--- config.mk ---
export PLATFORM = sky130hd
export DESIGN_NAME = trace_cmd_issuer_flat
export DESIGN_NICKNAME = d
export VERILOG_FILES = /design/src/rtl/trace_pkg.sv /design/src/rtl/trace_cmd_issuer_if.sv /design/src/rtl/trace_fifo.sv /design/src/rtl/trace_cmd_issuer.sv /design/src/flat_wrapper.sv
export SDC_FILE = /design/constraint.sdc
export NUM_CORES = 1
export LEC_CHECK = 0
export ABC_CLOCK_PERIOD_IN_PS = 5800
export CORE_AREA = 10 10 340 342
export CTS_CLUSTER_DIAMETER = 50
export DETAILED_ROUTE_END_ITERATION = 10
export DIE_AREA = 0 0 350 352
export PLACE_DENSITY = 0.37
export SLEW_MARGIN = 20
export SYNTH_ARGS = -nofsm -noshare
export SYNTH_HDL_FRONTEND = slang
export SYNTH_SLANG_ARGS = --single-unit
--- constraint.sdc ---
create_clock -name clk -period 5.8 [get_ports clk]
set_clock_uncertainty 0.05 [all_clocks]
set_input_delay 0.58 -clock clk [delete_from_list [all_inputs] [get_ports clk]]
set_output_delay 0.58 -clock clk [all_outputs]
set_load 0.01 [all_outputs]
--- src/rtl/trace_pkg.sv ---
// Shared opcodes, FSM state encoding and helpers for the trace command issuer.
package trace_pkg;

  localparam logic [3:0] READ              = 4'h0;
  localparam logic [3:0] WRITE             = 4'h1;
  localparam logic [3:0] INSTRUCTION_FETCH = 4'h2;
  localparam logic [3:0] INVALIDATE        = 4'h3;
  localparam logic [3:0] SNOOP             = 4'h4;
  localparam logic [3:0] RESET             = 4'h8;
  localparam logic [3:0] PRINT             = 4'h9;
  localparam logic [3:0] NOP               = 4'hF;

  typedef enum logic [1:0] {IDLE, RUN, FLUSH, DONE} state_e;

  function automatic logic is_valid_opcode(logic [3:0] op);
    case (op)
      READ, WRITE, INSTRUCTION_FETCH, INVALIDATE, SNOOP, RESET, PRINT: return 1'b1;
      default: return 1'b0;
    endcase
  endfunction

  function automatic logic [31:0] sat_inc(logic [31:0] v);
    return (v == 32'hFFFF_FFFF) ? v : v + 32'd1;
  endfunction

endpackage

--- src/rtl/trace_cmd_issuer_if.sv ---
// Loader-side entry handshake plus cache-side command bus of the trace command issuer.
interface trace_cmd_issuer_if #(
  parameter int unsigned ADDR_W = 32
);
  logic              in_valid;
  logic              in_ready;
  logic [3:0]        in_command;
  logic [ADDR_W-1:0] in_address;
  logic              in_last;
  logic              cache_ready;
  logic [3:0]        command;
  logic [ADDR_W-1:0] address;
  logic              cmd_valid;
  logic              mode;
  logic              done;

  modport master (
    input  in_valid, in_command, in_address, in_last, cache_ready,
    output in_ready, command, address, cmd_valid, mode, done
  );

  modport slave (
    output in_valid, in_command, in_address, in_last, cache_ready,
    input  in_ready, command, address, cmd_valid, mode, done
  );
endinterface

--- src/rtl/trace_fifo.sv ---
// Synchronous FIFO with occupancy count; DEPTH must be a power of two so pointers wrap freely.
module trace_fifo #(
  parameter int unsigned DEPTH = 16,
  parameter int unsigned WIDTH = 37
) (
  input  logic                   clk,
  input  logic                   rst_n,
  input  logic                   push,
  input  logic                   pop,
  input  logic [WIDTH-1:0]       wdata,
  output logic [WIDTH-1:0]       rdata,
  output logic                   full,
  output logic                   empty,
  output logic [$clog2(DEPTH):0] count
);

  localparam int unsigned PtrW = $clog2(DEPTH);

  logic [WIDTH-1:0] mem [DEPTH];
  logic [PtrW-1:0]  wr_ptr_q, rd_ptr_q;
  logic [PtrW:0]    count_q, count_d;
  logic             push_ok, pop_ok;

  assign push_ok = push && !full;
  assign pop_ok  = pop && !empty;

  always_comb begin
    count_d = count_q;
    unique case ({push_ok, pop_ok})
      2'b10:   count_d = count_q + 1'b1;
      2'b01:   count_d = count_q - 1'b1;
      default: count_d = count_q;
    endcase
  end

  always_ff @(posedge clk or negedge rst_n) begin
    if (!rst_n) begin
      wr_ptr_q <= '0;
      rd_ptr_q <= '0;
      count_q  <= '0;
    end else begin
      if (push_ok) wr_ptr_q <= wr_ptr_q + 1'b1;
      if (pop_ok)  rd_ptr_q <= rd_ptr_q + 1'b1;
      count_q <= count_d;
    end
  end

  // Storage is not reset; occupancy alone decides what is visible.
  always_ff @(posedge clk) begin
    if (push_ok) mem[wr_ptr_q] <= wdata;
  end

  assign rdata = mem[rd_ptr_q];
  assign full  = (count_q == (PtrW + 1)'(DEPTH));
  assign empty = (count_q == '0);
  assign count = count_q;

endmodule

--- src/rtl/trace_cmd_issuer.sv ---
// Buffers trace entries and issues one registered command per cycle to the cache model.
// Optional TRACE_FILTER_EN: drop invalid opcodes and count them in skipped_count.
module trace_cmd_issuer
  import trace_pkg::*;
#(
  parameter int unsigned DEPTH        = 16,
  parameter int unsigned ADDR_W       = 32,
  parameter int unsigned FLUSH_CYCLES = 4
) (
  input  logic                clk,
  input  logic                rst_n,
  input  logic                start,
  input  logic                mode_in,
  trace_cmd_issuer_if.master  bus,
  output logic [31:0]         issued_count,
  output logic [31:0]         skipped_count
);

  localparam int unsigned EntryW = ADDR_W + 5;
  localparam int unsigned FlushW = $clog2(FLUSH_CYCLES + 1);

  state_e              state_q, state_d;
  logic [FlushW-1:0]   flush_cnt_q, flush_cnt_d;
  logic                mode_q, mode_d;
  logic [3:0]          command_q, command_d;
  logic [ADDR_W-1:0]   address_q, address_d;
  logic                cmd_valid_q, cmd_valid_d;
  logic [31:0]         issued_q, issued_d;
  logic [31:0]         skipped_q, skipped_d;

  logic                fifo_pop, fifo_full, fifo_empty;
  logic [EntryW-1:0]   fifo_rdata;
  logic [$clog2(DEPTH):0] fifo_count;
  logic                unused_count;
  logic                entry_last, issue;
  logic [3:0]          entry_cmd;
  logic [ADDR_W-1:0]   entry_addr;

  trace_fifo #(
    .DEPTH (DEPTH),
    .WIDTH (EntryW)
  ) u_fifo (
    .clk   (clk),
    .rst_n (rst_n),
    .push  (bus.in_valid),
    .pop   (fifo_pop),
    .wdata ({bus.in_last, bus.in_command, bus.in_address}),
    .rdata (fifo_rdata),
    .full  (fifo_full),
    .empty (fifo_empty),
    .count (fifo_count)
  );

  assign unused_count = ^fifo_count;
  assign entry_last   = fifo_rdata[EntryW-1];
  assign entry_cmd    = fifo_rdata[ADDR_W +: 4];
  assign entry_addr   = fifo_rdata[ADDR_W-1:0];

  always_comb begin
    state_d     = state_q;
    flush_cnt_d = flush_cnt_q;
    mode_d      = mode_q;
    command_d   = NOP;
    address_d   = '0;
    cmd_valid_d = 1'b0;
    issued_d    = issued_q;
    skipped_d   = skipped_q;
    fifo_pop    = 1'b0;
    issue       = 1'b0;

    unique case (state_q)
      IDLE, DONE: begin
        if (start) begin
          mode_d    = mode_in;
          issued_d  = '0;
          skipped_d = '0;
          state_d   = RUN;
        end
      end
      RUN: begin
        if (!fifo_empty && bus.cache_ready) begin
          fifo_pop = 1'b1;
          issue    = 1'b1;
`ifdef TRACE_FILTER_EN
          issue = is_valid_opcode(entry_cmd);
          if (!issue) skipped_d = sat_inc(skipped_q);
`endif
          if (issue) begin
            command_d   = entry_cmd;
            address_d   = entry_addr;
            cmd_valid_d = 1'b1;
            issued_d    = sat_inc(issued_q);
          end
          // The last entry's own issue cycle is FLUSH cycle zero, so NOPs follow it.
          if (entry_last) begin
            state_d     = FLUSH;
            flush_cnt_d = '0;
          end
        end
      end
      FLUSH: begin
        if (flush_cnt_q == FlushW'(FLUSH_CYCLES)) state_d = DONE;
        else flush_cnt_d = flush_cnt_q + 1'b1;
      end
      default: state_d = IDLE;
    endcase
  end

  always_ff @(posedge clk or negedge rst_n) begin
    if (!rst_n) begin
      state_q     <= IDLE;
      flush_cnt_q <= '0;
      mode_q      <= 1'b0;
      command_q   <= NOP;
      address_q   <= '0;
      cmd_valid_q <= 1'b0;
      issued_q    <= '0;
      skipped_q   <= '0;
    end else begin
      state_q     <= state_d;
      flush_cnt_q <= flush_cnt_d;
      mode_q      <= mode_d;
      command_q   <= command_d;
      address_q   <= address_d;
      cmd_valid_q <= cmd_valid_d;
      issued_q    <= issued_d;
      skipped_q   <= skipped_d;
    end
  end

  assign bus.in_ready  = !fifo_full;
  assign bus.command   = command_q;
  assign bus.address   = address_q;
  assign bus.cmd_valid = cmd_valid_q;
  assign bus.mode      = mode_q;
  assign bus.done      = (state_q == DONE);
  assign issued_count  = issued_q;
  assign skipped_count = skipped_q;

endmodule

--- src/flat_wrapper.sv ---
// flat-port wrapper written by rule: the top's interface ports become plain ports
module trace_cmd_issuer_flat import trace_pkg::*;
#(
  parameter int unsigned DEPTH        = 16,
  parameter int unsigned ADDR_W       = 32,
  parameter int unsigned FLUSH_CYCLES = 4
)
  (clk, rst_n, start, mode_in, issued_count, skipped_count, bus_in_valid, bus_in_command, bus_in_address, bus_in_last, bus_cache_ready, bus_in_ready, bus_command, bus_address, bus_cmd_valid, bus_mode, bus_done);
  trace_cmd_issuer_if #(.ADDR_W(ADDR_W)) bus_i ();
  input  logic clk;
  input  logic rst_n;
  input  logic start;
  input  logic mode_in;
  output logic [31:0] issued_count;
  output logic [31:0] skipped_count;
  input wire logic [$bits(bus_i.in_valid)-1:0] bus_in_valid;
  input wire logic [$bits(bus_i.in_command)-1:0] bus_in_command;
  input wire logic [$bits(bus_i.in_address)-1:0] bus_in_address;
  input wire logic [$bits(bus_i.in_last)-1:0] bus_in_last;
  input wire logic [$bits(bus_i.cache_ready)-1:0] bus_cache_ready;
  output wire logic [$bits(bus_i.in_ready)-1:0] bus_in_ready;
  output wire logic [$bits(bus_i.command)-1:0] bus_command;
  output wire logic [$bits(bus_i.address)-1:0] bus_address;
  output wire logic [$bits(bus_i.cmd_valid)-1:0] bus_cmd_valid;
  output wire logic [$bits(bus_i.mode)-1:0] bus_mode;
  output wire logic [$bits(bus_i.done)-1:0] bus_done;
  assign bus_i.in_valid = bus_in_valid;
  assign bus_i.in_command = bus_in_command;
  assign bus_i.in_address = bus_in_address;
  assign bus_i.in_last = bus_in_last;
  assign bus_i.cache_ready = bus_cache_ready;
  assign bus_in_ready = bus_i.in_ready;
  assign bus_command = bus_i.command;
  assign bus_address = bus_i.address;
  assign bus_cmd_valid = bus_i.cmd_valid;
  assign bus_mode = bus_i.mode;
  assign bus_done = bus_i.done;
  trace_cmd_issuer #(.DEPTH(DEPTH), .ADDR_W(ADDR_W), .FLUSH_CYCLES(FLUSH_CYCLES)) u_core (.clk(clk), .rst_n(rst_n), .start(start), .mode_in(mode_in), .bus(bus_i), .issued_count(issued_count), .skipped_count(skipped_count));
endmodule
### Word level (Yosys, flattened, before mapping)

Memory sizes are Yosys's and may differ from the RTL's.
Cells that the tools add are included.

* flip-flop bits (word level): 88
* memory bits (writable): 592
* memories: 1
* output and inout bits: 104
* logic and storage cells: 68

Memory list
* u_core.u_fifo.mem: words 16, width 37, read ports 1, clocked after memory_dff 0, wr ports 1, RTL line trace_fifo.sv:19 `logic [WIDTH-1:0] mem [DEPTH];`

* reductions and logical operators: 15
* muxes and demuxes: 22
* add/subtract/negate cells: 6
* eq/ne operators: 14

Operators with widths (number)
* 32-bit two-way mux: 5
* 32-bit one-hot mux with 2 select lines: 1
* 32-bit by 1-bit adder with 32-bit output (second input constant): 1
* 32-bit equality test (second input constant): 1
* 4-bit AND reduction: 3
* 5-bit one-hot mux with 2 select lines: 1
* 3-bit two-way mux: 3
* 4-bit by 1-bit adder with 4-bit output (second input constant): 2
* 2-bit two-way mux: 4
* 4-bit two-way mux: 2
* 2-bit equality test (second input constant): 3
* 2-bit by 1-bit != test with 1-bit output (second input constant): 3
* 2-bit != test (second input constant): 3
* 2-bit one-hot mux with 3 select lines: 1
* 3-bit one-hot mux with 2 select lines: 1
* 2-bit nonzero test: 3
* 5-bit by 1-bit adder with 5-bit output (second input constant): 1
* 5-bit equality test (second input constant): 1
* 5-bit logical NOT: 1
* 5-bit by 1-bit subtractor with 5-bit output (second input constant): 1
* 2-bit by 1-bit equality test with 1-bit output (second input constant): 2
* 1-bit two-way mux: 4
* 3-bit by 1-bit adder with 3-bit output (second input constant): 1
* 3-bit equality test (second input constant): 1
* 5 further kinds: 8

### Logic depth before layout (Yosys ltp)

* depth in word-level cells: 8
* gate-level depth with buffers: 13

### By module

Synthesis repeated with hierarchy kept, for this count alone.

* cell total of the unflattened synthesis: 1532
* area, all modules: 27147.3 µm²

Modules (own cells, without submodules)
* trace_fifo: cells each 1150, sequential area each 18102.4 µm², area an instance 23396.2 µm², times used 1
* trace_cmd_issuer: cells each 382, sequential area each 1881.8 µm², area an instance 3751.1 µm², times used 1

### Worst setup path before layout

OpenSTA, ideal clock, no wires.

* path kind: register to register
* start point: reg u_core.u_fifo.count_q[0], in the netlist u_core.u_fifo.count[0]
* end point: mem u_core.u_fifo.mem[3][0] (enable)
* period minus slack after synthesis: 4244 ps
* cell stages (with the launch flop): 7
* data arrival time: 3716 ps
* required time: 5273 ps
* setup slack: 1556 ps
* cells stage by stage: dfrtp_1 > nor4_1 > nand2_1 > and2_1 > clkbuf_1 > nand2_1 > nor3_1

* word-level cells in the longest chain between the ends: 5

Ends and longest elaborated chain
* start: declaration: RTL line trace_fifo.sv:21 `logic [PtrW:0] count_q, count_d;`
* start signal: assignment: RTL line trace_fifo.sv:44 `count_q <= count_d;`
* 5-bit equality test: RTL line trace_fifo.sv:54 `assign full = (count_q == (PtrW + 1)'(DEPTH));`
* 1-bit logical NOT
* net bus_in_ready: RTL line flat_wrapper.sv:21 `output wire logic [$bits(bus_i.in_ready)-1:0] bus_in_ready;`
* 1-bit logical AND: RTL line trace_fifo.sv:24 `assign push_ok = push && !full;`
* 1-bit two-way mux: RTL line trace_fifo.sv:50 `if (push_ok) mem[wr_ptr_q] <= wdata;`
* 1-bit two-way mux (not written as such): RTL line trace_fifo.sv:50
* end: declaration: RTL line trace_fifo.sv:19

The timed path passes the listed nets, and every way through them passes these cells.

### Final worst setup path

* start point: reg u_core.state_q[1]
* end point: reg u_core.issued_q[8], in the netlist u_core.issued_count[8]

* word-level cells in the longest chain between the ends: 4

Ends and longest elaborated chain
* start: declaration: RTL line trace_cmd_issuer.sv:22 `state_e state_q, state_d;`
* start signal: assignment: RTL line trace_cmd_issuer.sv:120 `state_q <= state_d;`
* 2-bit equality test or 2-bit logical NOT (tied branches): RTL line trace_cmd_issuer.sv:71 `unique case (state_q)`
* 2-bit OR reduction: RTL line trace_cmd_issuer.sv:71
* 2-bit != test (no source line) or 2-bit nonzero test (tied branches)
* 4-bit AND reduction (no source line)
* end signal: assignment: RTL line trace_cmd_issuer.sv:126 `issued_q <= issued_d;`
* end: declaration: RTL line trace_cmd_issuer.sv:28 `logic [31:0] issued_q, issued_d;`

Parallel ways exist; a longest one is shown, timed or not.
A chain may end at the register's enable or synchronous reset.

==> summary.md <==
| Metric | Value |
|---|---|
| Clock sink total | `680` |
| Initial Util | `0.248` |
| Worst Reg2Reg Path Length in Cells | `8` |
| Hold Crit Class | `in -> async` |
| Clk pwr share | `0.365` |
| Required @ worst endpoint | `6220 ps` |
| Overflow after GRT | `0` |
| Setup TNS Final | `0 ps` |
| Reg power frac | `0.385` |
| Crit path to | `u_core.issued_count[8]` |
| Core region area | `0.109 mm2` |
| CTS max path bufs | `3` |
| Max Fclk | `295 MHz` |
| Worst setup EP type | `flop` |
| Post-cts gate resize count | `0` |
| CP startpoint kind | `flop` |
| Fin. max-slew vios | `0` |
| Placer Congestion | `0.729` |
| Die area | `0.123 mm2` |
| Post-synthesis sequential area ratio | `0.742` |
| Switching share of total power | `0.300` |
| Nets@finish | `1558` |
| WP data arrival | `3810 ps` |
| DRC violations left | `0` |
| R2r endpoint | `u_core.issued_count[8]` |
| CTS clock-pin slew for the worst setup and hold paths | `50 ps` |
| Number of buffers inserted by port buffering | `114` |
| Design Power | `16.7 mW` |
| Most used cell, CP | `buf_4` |
| Slowest cell on the critical path | `or2_1` |
| Endpoints failing hold | `0` |
| Area Growth Syn to Fin | `23.8%` |
| Global Route Usage Sum | `0.116` |
| Mapped Area | `0.0269 mm2` |
| Sw power | `5.01 mW` |
| Post-synth EDFFs | `592` |
| Max-Cap Viols | `0` |
| Unique masters post-synth | `62` |
| Critical path type | `reg -> reg` |
| Measured slew at the worst slew-check pin | `1060 ps` |
| Leakage dissipation | `10.9 nW` |
| Bufs and invs on worst path | `3` |
| Post-Synthesis Cells | `1311` |
| Synth Flop Type | `edfxtp_1` |
| Worst setup startpoint | `u_core.state_q[1]` |
| Finished Core Util | `0.307` |
| Crit-path cells | `inv_1 > ha_1 > buf_4 > nand4_1 > nor4b_4 > buf_4 > or2_1 > o311ai_0` |
| DP HPWL | `41400 um` |
| Vias per cell | `4.42` |
| Largest net degree at the start of global routing | `94` |
| Post-Route WL | `71200 um` |
| TritonCTS clock tree | `built` |
| Fillers | `10400` |
| Drt wl/cell | `23.7 um` |
| PwrDens | `502 mW/mm2` |
| RSZ-0062 raised after global routing | `false` |
| Status | `completed` |
| TritonCTS buffer count | `101` |
| Comb pwr share | `0.249` |
| Yosys warns | `0` |
| DR iter-0 viols | `874` |
| Avg Cell Area, Syn | `20.5 um2` |
| # setup viols final | `0` |
| Hold slack | `243 ps` |
| Min Tclk post-route | `3390 ps` |
| CP delay by family, top | `simple AND/OR/NAND/NOR gates` |
| Crit-path max FO | `38` |
| Rows | `121` |
| Fin crit share | `0.584` |
| Vias in the first global route | `14400` |
| Post-synth ARST share | `0.129` |
| P_int | `11.7 mW` |
| Clk root buf | `clkbuf_16` |
| First-pass DRT Iterations | `7` |
| Register-to-Register Setup Slack | `2410 ps` |
| Antenna violations before repair | `5` |
| Layout cells sized above 1 | `0.272` |
| # Post-CTS Setup Buffers | `0` |
| Reg-to-Reg Start | `u_core.state_q[1]` |
| Slew HR | `0.295` |
| WP depth | `8` |
| Die Ht | `352 um` |
| First-pass GRT wire length | `105000 um` |
| Worst-Skew Late Latency | `680 ps` |
| I/O pin cnt | `147` |
| ANT nets after route | `0` |
| Yosys reg bits | `680` |
| Die width | `350 um` |
| CP peak stage delay | `800 ps` |
| Peak VDD IR | `0.000322 V` |
| Vias | `13300` |
| H-tree levels | `3` |
==> cell usage in the layout (no fill, tap or decap), drive strengths merged, types with 10 or more instances in the layout <==
| master | Yosys | routed |
|---|---|---|
| mux4 | 182 | 182 |
| inv | 16 | 32 |
| nand3 | 20 | 20 |
| ha | 16 | 16 |
| conb | 1 | 32 |
| o21ai | 35 | 35 |
| clkbuf | 36 | 116 |
| nand2 | 41 | 41 |
| clkdlybuf4s50 | 0 | 113 |
| clkinv | 0 | 41 |
| dfrtp | 84 | 84 |
| and2 | 35 | 35 |
| or4 | 10 | 10 |
| buf | 64 | 39 |
| edfxtp | 592 | 592 |
| nor2 | 20 | 20 |
| nand4 | 11 | 11 |
| nand2b | 13 | 13 |
| o31ai | 10 | 10 |
==> logic make-up (layout without fill, tap and decap cells) <==
| kind of cell | after synthesis | after routing | share of synthesized area |
|---|---|---|---|
| compound gates | 92 | 92 | 0.0231 |
| xor+xnor | 10 | 10 | 0.00325 |
| fa+ha+maj | 17 | 17 | 0.00818 |
| buf+inv | 116 | 360 | 0.0233 |
| flops | 680 | 680 | 0.742 |
| mux | 193 | 193 | 0.156 |
| other cells | 1 | 33 | 0.000139 |
| simple gates | 202 | 202 | 0.0434 |
==> registers in the layout, summed over array words and instances, names as in the netlist <==
register	flops
u_core.u_fifo.wr_ptr_q	4
u_core.bus.mode	1
u_core.bus.address	32
u_core.bus.cmd_valid	1
u_core.state_q	2
u_core.u_fifo.count	5
u_core.u_fifo.mem	592
u_core.bus.command	4
u_core.issued_count	32
u_core.u_fifo.rd_ptr_q	4
u_core.flush_cnt_q	3
==> how the worst min path moves through the flow <==
stage | from | to | cells after the start
2_1_floorplan | rst_n | u_core.bus.address[0] | 0
3_3_place_gp | rst_n | u_core.issued_count[2] | 1
3_5_place_dp | rst_n | u_core.issued_count[2] | 1
4_1_cts | rst_n | u_core.issued_count[2] | 2
5_1_grt | rst_n | u_core.issued_count[2] | 2
6_report | rst_n | u_core.issued_count[2] | 2
==> synthesized netlist by cell type (all sizes together), types with 11 or more instances <==
cell    instances  area share
dfrtp          84       0.078
ha             16      0.0074
nand4          11      0.0028
mux4          182        0.15
nand3          20      0.0039
buf            64       0.016
inv            16      0.0022
o21ai          35      0.0065
clkbuf         36      0.0051
nand2b         13      0.0030
edfxtp        592        0.66
nand2          41      0.0057
and2           35      0.0081
nor2           20      0.0028
==> timing repair <==
| item | in CTS | in global routing |
|---|---|---|
| endpoints found under the setup margin | 0 | 0 |
| hold buffers | 1 | 0 |
| hold endpoints to repair | 6 | 0 |
==> power groups by stage <==
stage                     Combinational, mW  Sequential (mW)  Clock, mW
after floorplan                        2.89             6.29          0
after global routing                   4.54             6.53       6.51
after global placement                 4.31             6.55          0
after CTS                              4.35             6.47       6.30
final                                  4.17             6.44       6.11
after detailed placement               4.33             6.56          0
==> metrics by stage <==
stage / worst slack, ps / instances / instance area [um2]
floorplan: 1560 / 1342 / 27000
global placement: 2090 / 2805 / 29800
detailed placement: 2250 / 2808 / 29900
CTS: 2340 / 3000 / 33300
global route: 2010 / 3000 / 33300
finish: 2410 / 3001 / 33300
==> layout make-up <==
| type | count | area, um2 | share of cell area |
|---|---|---|---|
| Tap cell | 1414 | 1770 | 0.0531 |
| Inverter | 16 | 60.1 | 0.00180 |
| Sequential cell | 680 | 20000 | 0.600 |
| Timing Repair Buffer | 153 | 1510 | 0.0454 |
| Multi-Input combinational cell | 546 | 6550 | 0.197 |
| Antenna cell | 1 | 2.50 | 0.0000751 |
| Clock inverter | 75 | 769 | 0.0231 |
| Clock buffer | 116 | 2670 | 0.0800 |
==> layer usage <==
metal,GRT usage,share of wire
met1,0.153,0.45
met2,0.189,0.48
met3,0.0245,0.048
met4,0.0355,0.023
met5,0,0.00060
Note: power is estimated with default switching activity, not from simulation.
